<file path="config.mk">
export PLATFORM = sky130hd
export DESIGN_NAME = phy_mem_ctrl_gen
export DESIGN_NICKNAME = d
export VERILOG_FILES = /design/src/rtl/phy_mem_ctrl_gen.sv
export SDC_FILE = /design/constraint.sdc
export NUM_CORES = 1
export LEC_CHECK = 0
export CORE_MARGIN = 2
export CORE_UTILIZATION = 30
export CTS_CLUSTER_DIAMETER = 50
export DETAILED_ROUTE_END_ITERATION = 16
export GPL_TIMING_DRIVEN = 1
export PLACE_DENSITY = 0.67
export SYNTH_ARGS = -nofsm -noshare
export SYNTH_HDL_FRONTEND = slang
export SYNTH_SLANG_ARGS = --single-unit
</file>
<file path="constraint.sdc">
create_clock -name clk -period 4.2 [get_ports clk]
set_input_delay 0.63 -clock clk [delete_from_list [all_inputs] [get_ports clk]]
set_output_delay 0.63 -clock clk [all_outputs]
set_load 0.05 [all_outputs]
</file>
<file path="src/rtl/phy_mem_ctrl_gen.sv">
// Physical memory controller: decodes CPU accesses onto NBANK SRAM banks or a serial port with TX FIFO.
// Optional feature macro: PHY_MEM_BYTE_EN (byte-lane writes via read-modify-write).
module phy_mem_ctrl_gen #(
  parameter int unsigned RAM_AW    = 20,
  parameter int unsigned NBANK     = 2,
  parameter int unsigned RD_WAIT   = 1,
  parameter int unsigned WR_SETUP  = 1,
  parameter int unsigned WR_PULSE  = 1,
  parameter int unsigned WR_HOLD   = 1,
  parameter int unsigned TXQ_DEPTH = 4,
  parameter logic [31:0] COM_BASE  = 32'h1FD003F8
) (
  input  logic                  clk,
  input  logic                  rst,
  input  logic                  req,
  input  logic                  is_write,
  input  logic [31:0]           addr,
  input  logic [31:0]           data_in,
  input  logic [3:0]            byte_en,
  output logic [31:0]           data_out,
  output logic                  busy,
  output logic                  done,
  output logic                  err_unaligned,
  output logic                  int_com_ack,
  output logic [RAM_AW-1:0]     ram_addr,
  output logic [NBANK*32-1:0]   ram_data_o,
  input  logic [NBANK*32-1:0]   ram_data_i,
  output logic [NBANK-1:0]      ram_data_t,
  output logic [NBANK-1:0]      ram_ce_n,
  output logic [NBANK-1:0]      ram_oe_n,
  output logic [NBANK-1:0]      ram_we_n,
  input  logic [7:0]            com_data_in,
  output logic [7:0]            com_data_out,
  output logic                  com_write_en,
  input  logic                  com_read_ready,
  input  logic                  com_write_ready
);

  localparam int unsigned BW   = (NBANK > 1) ? $clog2(NBANK) : 1;
  localparam int unsigned PW   = $clog2(TXQ_DEPTH);
  localparam int unsigned MAXA = (RD_WAIT > WR_SETUP) ? RD_WAIT : WR_SETUP;
  localparam int unsigned MAXB = (WR_PULSE > WR_HOLD) ? WR_PULSE : WR_HOLD;
  localparam int unsigned MAXC = (MAXA > MAXB) ? MAXA : MAXB;
  localparam int unsigned CW   = (MAXC > 1) ? $clog2(MAXC) : 1;
  localparam logic [32:0] RAM_LIMIT = 33'(NBANK) << (RAM_AW + 2);

  typedef enum logic [2:0] {
    IDLE, RD, WR_SU, WR_PW, WR_HD, DONE, TX_WAIT
`ifdef PHY_MEM_BYTE_EN
    , RMW_RD
`endif
  } state_e;

  state_e               state_q, state_d;
  logic [CW-1:0]        cnt_q, cnt_d;
  logic [BW-1:0]        bank_q, bank_d, bank_c;
  logic [RAM_AW-1:0]    ram_addr_q, ram_addr_d;
  logic [31:0]          wdata_q, wdata_d, data_out_q, data_out_d;
  logic                 done_q, done_d, err_q, err_d, ack_q, ack_d, busy_q, busy_d;
  logic [NBANK-1:0]     ce_q, ce_d, oe_q, oe_d, we_q, we_d, t_q, t_d;
  logic [31:0]          rd_bank_c [NBANK];
  logic [31:0]          rdata_c, status_c;
  logic                 is_ram_c, be_push_c;

  logic [7:0]           txq_mem [TXQ_DEPTH];
  logic [PW-1:0]        wr_ptr_q, rd_ptr_q;
  logic [PW:0]          count_q;
  logic [7:0]           com_data_out_q, push_byte_c;
  logic                 com_write_en_q, full_c, push_c, pop_c;

`ifdef PHY_MEM_BYTE_EN
  logic [3:0]           be_q, be_d;
  assign be_push_c = byte_en[0];
`else
  logic                 unused_byte_en;
  assign unused_byte_en = ^byte_en;
  assign be_push_c      = 1'b1;
`endif

  for (genvar g = 0; g < NBANK; g++) begin : g_rd
    assign rd_bank_c[g] = ram_data_i[g*32 +: 32];
  end

  always_comb begin
    bank_c = '0;
    if (NBANK > 1) bank_c = addr[RAM_AW+2 +: BW];
  end

  assign is_ram_c = {1'b0, addr} < RAM_LIMIT;
  assign rdata_c  = rd_bank_c[bank_q];
  assign full_c   = (count_q == (PW+1)'(TXQ_DEPTH));
  assign status_c = {29'b0, full_c, com_read_ready, ~full_c};
  // A strobe is never issued on two consecutive cycles
  assign pop_c    = (count_q != '0) && com_write_ready && !com_write_en_q;

  // Next-state, datapath and strobe decode
  always_comb begin
    state_d     = state_q;
    cnt_d       = cnt_q;
    bank_d      = bank_q;
    ram_addr_d  = ram_addr_q;
    wdata_d     = wdata_q;
    data_out_d  = data_out_q;
    done_d      = 1'b0;
    err_d       = 1'b0;
    ack_d       = 1'b0;
    push_c      = 1'b0;
    push_byte_c = data_in[7:0];
`ifdef PHY_MEM_BYTE_EN
    be_d        = be_q;
`endif
    case (state_q)
      IDLE, DONE: begin
        state_d = IDLE;
        if (req) begin
          state_d = DONE;
          done_d  = 1'b1;
          if (addr[1:0] != 2'b00) begin
            err_d = 1'b1;
          end else if (is_ram_c) begin
            bank_d     = bank_c;
            ram_addr_d = addr[RAM_AW+1:2];
            wdata_d    = data_in;
            done_d     = 1'b0;
            if (!is_write) begin
              state_d = RD;
              cnt_d   = CW'(RD_WAIT - 1);
            end else begin
`ifdef PHY_MEM_BYTE_EN
              be_d = byte_en;
              if (byte_en == 4'h0) begin
                state_d = DONE;
                done_d  = 1'b1;
              end else if (byte_en != 4'hF) begin
                state_d = RMW_RD;
                cnt_d   = CW'(RD_WAIT - 1);
              end else begin
                state_d = WR_SU;
                cnt_d   = CW'(WR_SETUP - 1);
              end
`else
              state_d = WR_SU;
              cnt_d   = CW'(WR_SETUP - 1);
`endif
            end
          end else if (addr == COM_BASE) begin
            if (!is_write) begin
              data_out_d = {24'b0, com_data_in};
              ack_d      = 1'b1;
            end else if (be_push_c) begin
              if (!full_c || pop_c) begin
                push_c = 1'b1;
              end else begin
                state_d = TX_WAIT;
                done_d  = 1'b0;
                wdata_d = data_in;
              end
            end
          end else if (addr == COM_BASE + 32'd4) begin
            if (!is_write) data_out_d = status_c;
          end else if (!is_write) begin
            data_out_d = '0;
          end
        end
      end
      RD: begin
        if (cnt_q == '0) begin
          data_out_d = rdata_c;
          state_d    = DONE;
          done_d     = 1'b1;
        end else begin
          cnt_d = cnt_q - 1'b1;
        end
      end
`ifdef PHY_MEM_BYTE_EN
      RMW_RD: begin
        if (cnt_q == '0) begin
          for (int i = 0; i < 4; i++) begin
            if (!be_q[i]) wdata_d[8*i +: 8] = rdata_c[8*i +: 8];
          end
          state_d = WR_SU;
          cnt_d   = CW'(WR_SETUP - 1);
        end else begin
          cnt_d = cnt_q - 1'b1;
        end
      end
`endif
      WR_SU: begin
        if (cnt_q == '0) begin
          state_d = WR_PW;
          cnt_d   = CW'(WR_PULSE - 1);
        end else begin
          cnt_d = cnt_q - 1'b1;
        end
      end
      WR_PW: begin
        if (cnt_q == '0) begin
          state_d = WR_HD;
          cnt_d   = CW'(WR_HOLD - 1);
        end else begin
          cnt_d = cnt_q - 1'b1;
        end
      end
      WR_HD: begin
        if (cnt_q == '0) begin
          state_d = DONE;
          done_d  = 1'b1;
        end else begin
          cnt_d = cnt_q - 1'b1;
        end
      end
      TX_WAIT: begin
        push_byte_c = wdata_q[7:0];
        if (pop_c) begin
          push_c  = 1'b1;
          state_d = DONE;
          done_d  = 1'b1;
        end
      end
      default: state_d = IDLE;
    endcase

    busy_d = !(state_d inside {IDLE, DONE});
    ce_d   = '1;
    oe_d   = '1;
    we_d   = '1;
    t_d    = '0;
    case (state_d)
`ifdef PHY_MEM_BYTE_EN
      RMW_RD,
`endif
      RD: begin
        ce_d[bank_d] = 1'b0;
        oe_d[bank_d] = 1'b0;
      end
      WR_SU, WR_HD: begin
        ce_d[bank_d] = 1'b0;
        t_d[bank_d]  = 1'b1;
      end
      WR_PW: begin
        ce_d[bank_d] = 1'b0;
        we_d[bank_d] = 1'b0;
        t_d[bank_d]  = 1'b1;
      end
      default: ;
    endcase
  end

  always_ff @(posedge clk or posedge rst) begin
    if (rst) begin
      state_q    <= IDLE;
      cnt_q      <= '0;
      bank_q     <= '0;
      ram_addr_q <= '0;
      wdata_q    <= '0;
      data_out_q <= '0;
      done_q     <= 1'b0;
      err_q      <= 1'b0;
      ack_q      <= 1'b0;
      busy_q     <= 1'b0;
      ce_q       <= '1;
      oe_q       <= '1;
      we_q       <= '1;
      t_q        <= '0;
`ifdef PHY_MEM_BYTE_EN
      be_q       <= '0;
`endif
    end else begin
      state_q    <= state_d;
      cnt_q      <= cnt_d;
      bank_q     <= bank_d;
      ram_addr_q <= ram_addr_d;
      wdata_q    <= wdata_d;
      data_out_q <= data_out_d;
      done_q     <= done_d;
      err_q      <= err_d;
      ack_q      <= ack_d;
      busy_q     <= busy_d;
      ce_q       <= ce_d;
      oe_q       <= oe_d;
      we_q       <= we_d;
      t_q        <= t_d;
`ifdef PHY_MEM_BYTE_EN
      be_q       <= be_d;
`endif
    end
  end

  // TX FIFO storage needs no reset; occupancy is tracked by count_q
  always_ff @(posedge clk) begin
    if (push_c) txq_mem[wr_ptr_q] <= push_byte_c;
  end

  always_ff @(posedge clk or posedge rst) begin
    if (rst) begin
      wr_ptr_q       <= '0;
      rd_ptr_q       <= '0;
      count_q        <= '0;
      com_data_out_q <= '0;
      com_write_en_q <= 1'b0;
    end else begin
      if (push_c) wr_ptr_q <= wr_ptr_q + 1'b1;
      if (pop_c) begin
        rd_ptr_q       <= rd_ptr_q + 1'b1;
        com_data_out_q <= txq_mem[rd_ptr_q];
      end
      com_write_en_q <= pop_c;
      count_q        <= count_q + (PW+1)'(push_c) - (PW+1)'(pop_c);
    end
  end

  assign data_out      = data_out_q;
  assign busy          = busy_q;
  assign done          = done_q;
  assign err_unaligned = err_q;
  assign int_com_ack   = ack_q;
  assign ram_addr      = ram_addr_q;
  assign ram_data_o    = {NBANK{wdata_q}};
  assign ram_data_t    = t_q;
  assign ram_ce_n      = ce_q;
  assign ram_oe_n      = oe_q;
  assign ram_we_n      = we_q;
  assign com_data_out  = com_data_out_q;
  assign com_write_en  = com_write_en_q;

endmodule

</file>
# --- Word-level counts from Yosys, hierarchy flattened ---
# Memories as Yosys holds them, arrays and structs flattened. A register that Yosys moved wholly into a read port is not among the register bits.
# Cells that the tools add are included.
op_classes:
  n_addsub: 5
  bitwise: 4
  n_lt_le_gt_ge: 4
  eq_ne: 21
  n_reduce_logical: 25
  n_mux: 71
ops:
  columns: ["cell", "n"]
  rows:
  - ["$mux W32", 16]
  - ["$eq A32 B29 Y1 const B", 2]
  - ["$pmux W32 S2", 1]
  - ["$mux W1", 33]
  - ["$lt A32 B24 Y1 const B", 1]
  - ["$mux W3", 7]
  - ["$eq A3 B3 Y1 const B", 6]
  - ["$mux W2", 8]
  - ["$pmux W3 S5", 1]
  - ["$ne A2 B2 Y1 const B", 7]
  - ["$eq A3 B2 Y1 const B", 4]
  - ["$reduce_and A6 Y1", 2]
  - ["$reduce_bool A2 Y1", 6]
  - ["$mux W8", 1]
  - ["$reduce_and A4 Y1", 2]
  - ["$reduce_or A4 Y1", 2]
  - ["$eq A3 B1 Y1 const B", 2]
  - ["$logic_not A3 Y1", 2]
  - ["$add A2 B1 Y2 const B", 2]
  - ["$pmux W1 S2", 2]
  - ["$reduce_or A2 Y1", 2]
  - ["$add A3 B1 Y3", 1]
  - ["$logic_and A1 B1 Y1", 3]
  - ["$logic_not A1 Y1", 3]
  - ["13 further kinds", 14]
totals:
  regBits: 109
  output_inout_bits: 137
  wordCells: 149
  memories: 1
  ramBits: 32
memory_table:
  columns: ["name", "depth", "word_bits", "rd", "rd_clocked_by_memory_dff", "wr", "line", "rtl"]
  rows:
  - ["txq_mem", 4, 8, 1, 1, 1, "65", "logic [7:0] txq_mem [TXQ_DEPTH];"]

# --- Longest topological paths before layout ---
depth:
  word_depth: 14
  ltp_mapped: 11

# --- Least setup slack after synthesis ---
# Ideal clock, no wire load.
synth_timing:
  path_kind: "in2reg"
  startpoint: "input port addr[16]"
  endpoint: "register count_q[2]"
  arrival_ns: 2.739
  slack_ns: 1.338
  required_ns: 4.077
  path_stages: 10
  setup_ns: 0.123
  n_path_buf: 0
  cell_sequence: "nor4b_1 -> nand4_1 -> nor2_2 -> a31oi_2 -> ha_1 -> inv_1 -> ha_1 -> fa_1 -> xnor2_1 -> xnor2_1"
synth_between:
  elab_chain_cells: 8
  elab_cells_between_ends: 9
  classes_between: "add/sub (2); order compare (1); eq/ne (1); mux (5)"
synth_rtl:
  columns: ["element", "line", "rtl"]
  rows:
  - ["start, declared", "17", "input logic [31:0] addr,"]
  - ["parallel branches: the longest is 2 deep, another holds $lt A32 B24 Y1", null, null]
  - ["$mux W1 (*)", "120", "end else if (is_ram_c) begin"]
  - ["$mux W1 (*)", "118", "if (addr[1:0] != 2'b00) begin"]
  - ["$mux W1 (*)", "115", "if (req) begin"]
  - ["$pmux W1 S2 (*)", "112", "case (state_q)"]
  - ["$add A3 B1 Y3 (*)", "308", "count_q <= count_q + (PW+1)'(push_c) - (PW+1)'(pop_c);"]
  - ["$sub A3 B1 Y3 (*)", "308", null]
  - ["end signal, assigned", "308", null]
  - ["end, declared", "67", "logic [PW:0] count_q;"]
# Every way passes the cells marked *.
# A chain may end at the register's enable or synchronous reset.

# --- Worst setup path after layout ---
layout_timing:
  startpoint: "input port addr[19]"
  endpoint: "register count_q[2]"
# The elaborated chain is that of the path after synthesis.

==> impl_metrics.tcl <==
set metrics [dict create \
    hpwl_um 13200 \
    io_pins 283 \
    layout.cells.most_common "clkdlybuf4s50_1" \
    rows 55 \
    min_to "data_out[28]" \
    final_cell_mix "clkdlybuf4s50_1, dfrtp_1, mux2_2, edfxtp_1" \
    outcome "finished, final reports clean" \
    cts_tree "built" \
    yosys.area.top_type_share 0.404 \
    antenna_cells 0 \
    globalplace.congestion 0.770 \
    maxSlewViolCount 0 \
    place_inst 1008 \
    core_area_sq_mm 0.0224 \
    antenna_found_initial 0 \
    syn2layout_area_growth_pct 50.8 \
    grt_max_degree 66 \
    min_from "data_out[28]" \
    ys_types 56 \
    finalCritPeriodShare 0.770 \
    setup_slack_ps 966 \
    initial_core_util 0.304 \
    peakVddDrop_uv 288 \
    ctsResizeCount 0 \
    slew_headroom 0.304 \
    yosysTopAreaCell "dfrtp_1" \
    ys_warn_count 0 \
    hold_buffers 0 \
    final_area_sq_mm 0.0103 \
    setup_viol_count_final 0 \
    clock-sinks 148 \
    dr.pass1.iters 4 \
    power_mw 5.65 \
    r2r_cells 9 \
    post_cts_buffers 0 \
    synth_nets 650 \
    io_buffers 278 \
    ys_seq_area_frac 0.568 \
    die_h_um 155 \
    stdcell_count 1040 \
    dr.first_iter.drc_count 206 \
    die_w_um 155 \
    timing.rr.start "state_q[2]" \
    r2r_slack_ps 1260 \
    endpoint_kind "flip-flop" \
    worstSetupPathType "primary input to flip-flop" \
    cts_max_path_buffers 2 \
    nNetsFinal 895 \
    required_ps 4540 \
    path_max_fanout 7 \
    grt_pass1_vias 4796 \
    grt_first_pass_wirelength_um 27300 \
    worstPathArrival_ps 3570 \
    worstMarginPinSlew_ps 1040 \
    avgSynthCellArea_sq_um 13.7 \
    reg2reg_to "count_q[2]" \
    pre_cts_ws_ps 486 \
    vias_per_cell 4.62 \
    drive_gt1_frac 0.180 \
    cts_max_level 4 \
    crit_path_start_kind "primary input" \
    die-area_sq_mm 0.0239 \
    min_period_ps 3230 \
    fin_tns_setup_ps 0 \
    hold_violations 0 \
    insertion_delay_ps 420 \
    p_leak_nw 4.11 \
    drc 0 \
    min_path_type "flip-flop to flip-flop" \
    placed_area_sq_mm 0.00963 \
    fin_worst_skew_ps 13.1 \
    wl_um 18200 \
    power_density_mw_per_mm2 550 \
    timing.fmax_mhz 309 \
    cts_root_buf "clkbuf_16" \
    grt_overflow_total 0 \
    ys_ff_latch 148 \
    fillers 2065 \
    ant_nets 0 \
    cts_inserted_buffers 17 \
    syn_inst 497 \
    ys_top_cells_by_area "dfrtp_1, edfxtp_1, mux2_2" \
    grt_usage 0.148 \
    wl_per_cell_um 17.5 \
    vias 4806 \
    clk_pin_slew_worst_paths_ps 70 \
    maxCapViolCount 0 \
    rsz0062_at_grt "no" \
    syn_area_sq_mm 0.00681 \
    hold_depth 2 \
]
## power breakdown
group	leakage (nW)	internal [mW]	switching [mW]
sequential	1.79	1.73	0.190
clock	0.316	1.02	0.655
combinational	2.01	0.798	1.26
total	4.11	3.54	2.11
## flip-flops by register name, indices dropped and copies added, names as in the netlist, 3 cells and up
signal and cells:
wdata_q 32, state_q 3, data_out 32, com_data_out 8
count_q 3, ram_addr 20, txq_mem 32
## synthesized netlist by cell type (all sizes together)
master   instances
inv             12
nand3           29
o31ai            1
or4b             1
a21boi           1
buf             49
nand2           10
nand4            6
a211oi           4
xnor2            5
o211ai           2
a221o            5
edfxtp          32
or2              1
nor2            12
nor3             5
a21oi            4
nor4bb           1
nor3b            3
and2             3
dfstp            6
a31o             1
o21ai           28
fa               1
mux2i           30
or3              2
mux2            70
nor4b            2
ha               6
xor2             3
and3             1
o2111ai          1
o22ai            1
nor2b            8
mux4             8
nor4             3
and4             3
dfrtp          110
nand2b           5
and4b            1
a31oi            8
o21ba            1
a21o             2
clkbuf          10
## per-stage QoR
| step | utilization | hold WS (ps) |
|---|---|---|
| after floorplan | - | 498 |
| after detailed placement | 0.429 | 490 |
| after CTS | 0.458 | 504 |
| after global placement | 0.429 | 483 |
| after global routing | 0.458 | 525 |
| final | 0.458 | 500 |
## critical path, stage by stage
cell and delay [ps]:
clkdlybuf4s50_1 430, nor4b_1 360, nand4_1 310, nor2_2 340
a31oi_2 240, ha_1 340, inv_1 40, ha_1 190
fa_1 380, xnor2_1 180, xnor2_1 130
## per-layer routing
metal	up-vias	track usage	wire [um]
met1	2357	0.192	7970
met4	0	0.0406	248
met5	-	0	0
met3	18	0.0375	882
met2	158	0.246	9060
li1	2273	-	-
## cell type report
| class | instances | area, sq um | share of cell area |
|---|---|---|---|
| tap | 285 | 357 | 0.0347 |
| timing repair buffer | 285 | 2850 | 0.277 |
| sequential | 148 | 3870 | 0.377 |
| inverter | 12 | 47.5 | 0.00463 |
| multi-input combinational | 278 | 2500 | 0.244 |
| clock inverter | 15 | 215 | 0.0210 |
| clock buffer | 17 | 425 | 0.0414 |
## how the worst max path moves through the flow
stage                 endpoint  depth (start not counted)  slack (ps)  startpoint
floorplan               bank_q                          1         510         rst
global placement    count_q[2]                         11         540    addr[15]
detailed placement  count_q[2]                         11         490    addr[15]
CTS                 count_q[2]                         11         930    addr[15]
global route        count_q[2]                         11         700    addr[15]
finish              count_q[2]                         11         970    addr[19]
## cell families after synthesis
kind of cell               synth area share
AOI/OAI and AO/OA                    0.0564
xor gates and xnor gates             0.0114
DFF                                   0.568
buffers and inverters                0.0643
muxes                                 0.203
adders and majority gates            0.0140
and+or+nand+nor                      0.0827
Power figures use the tool's default switching activity.
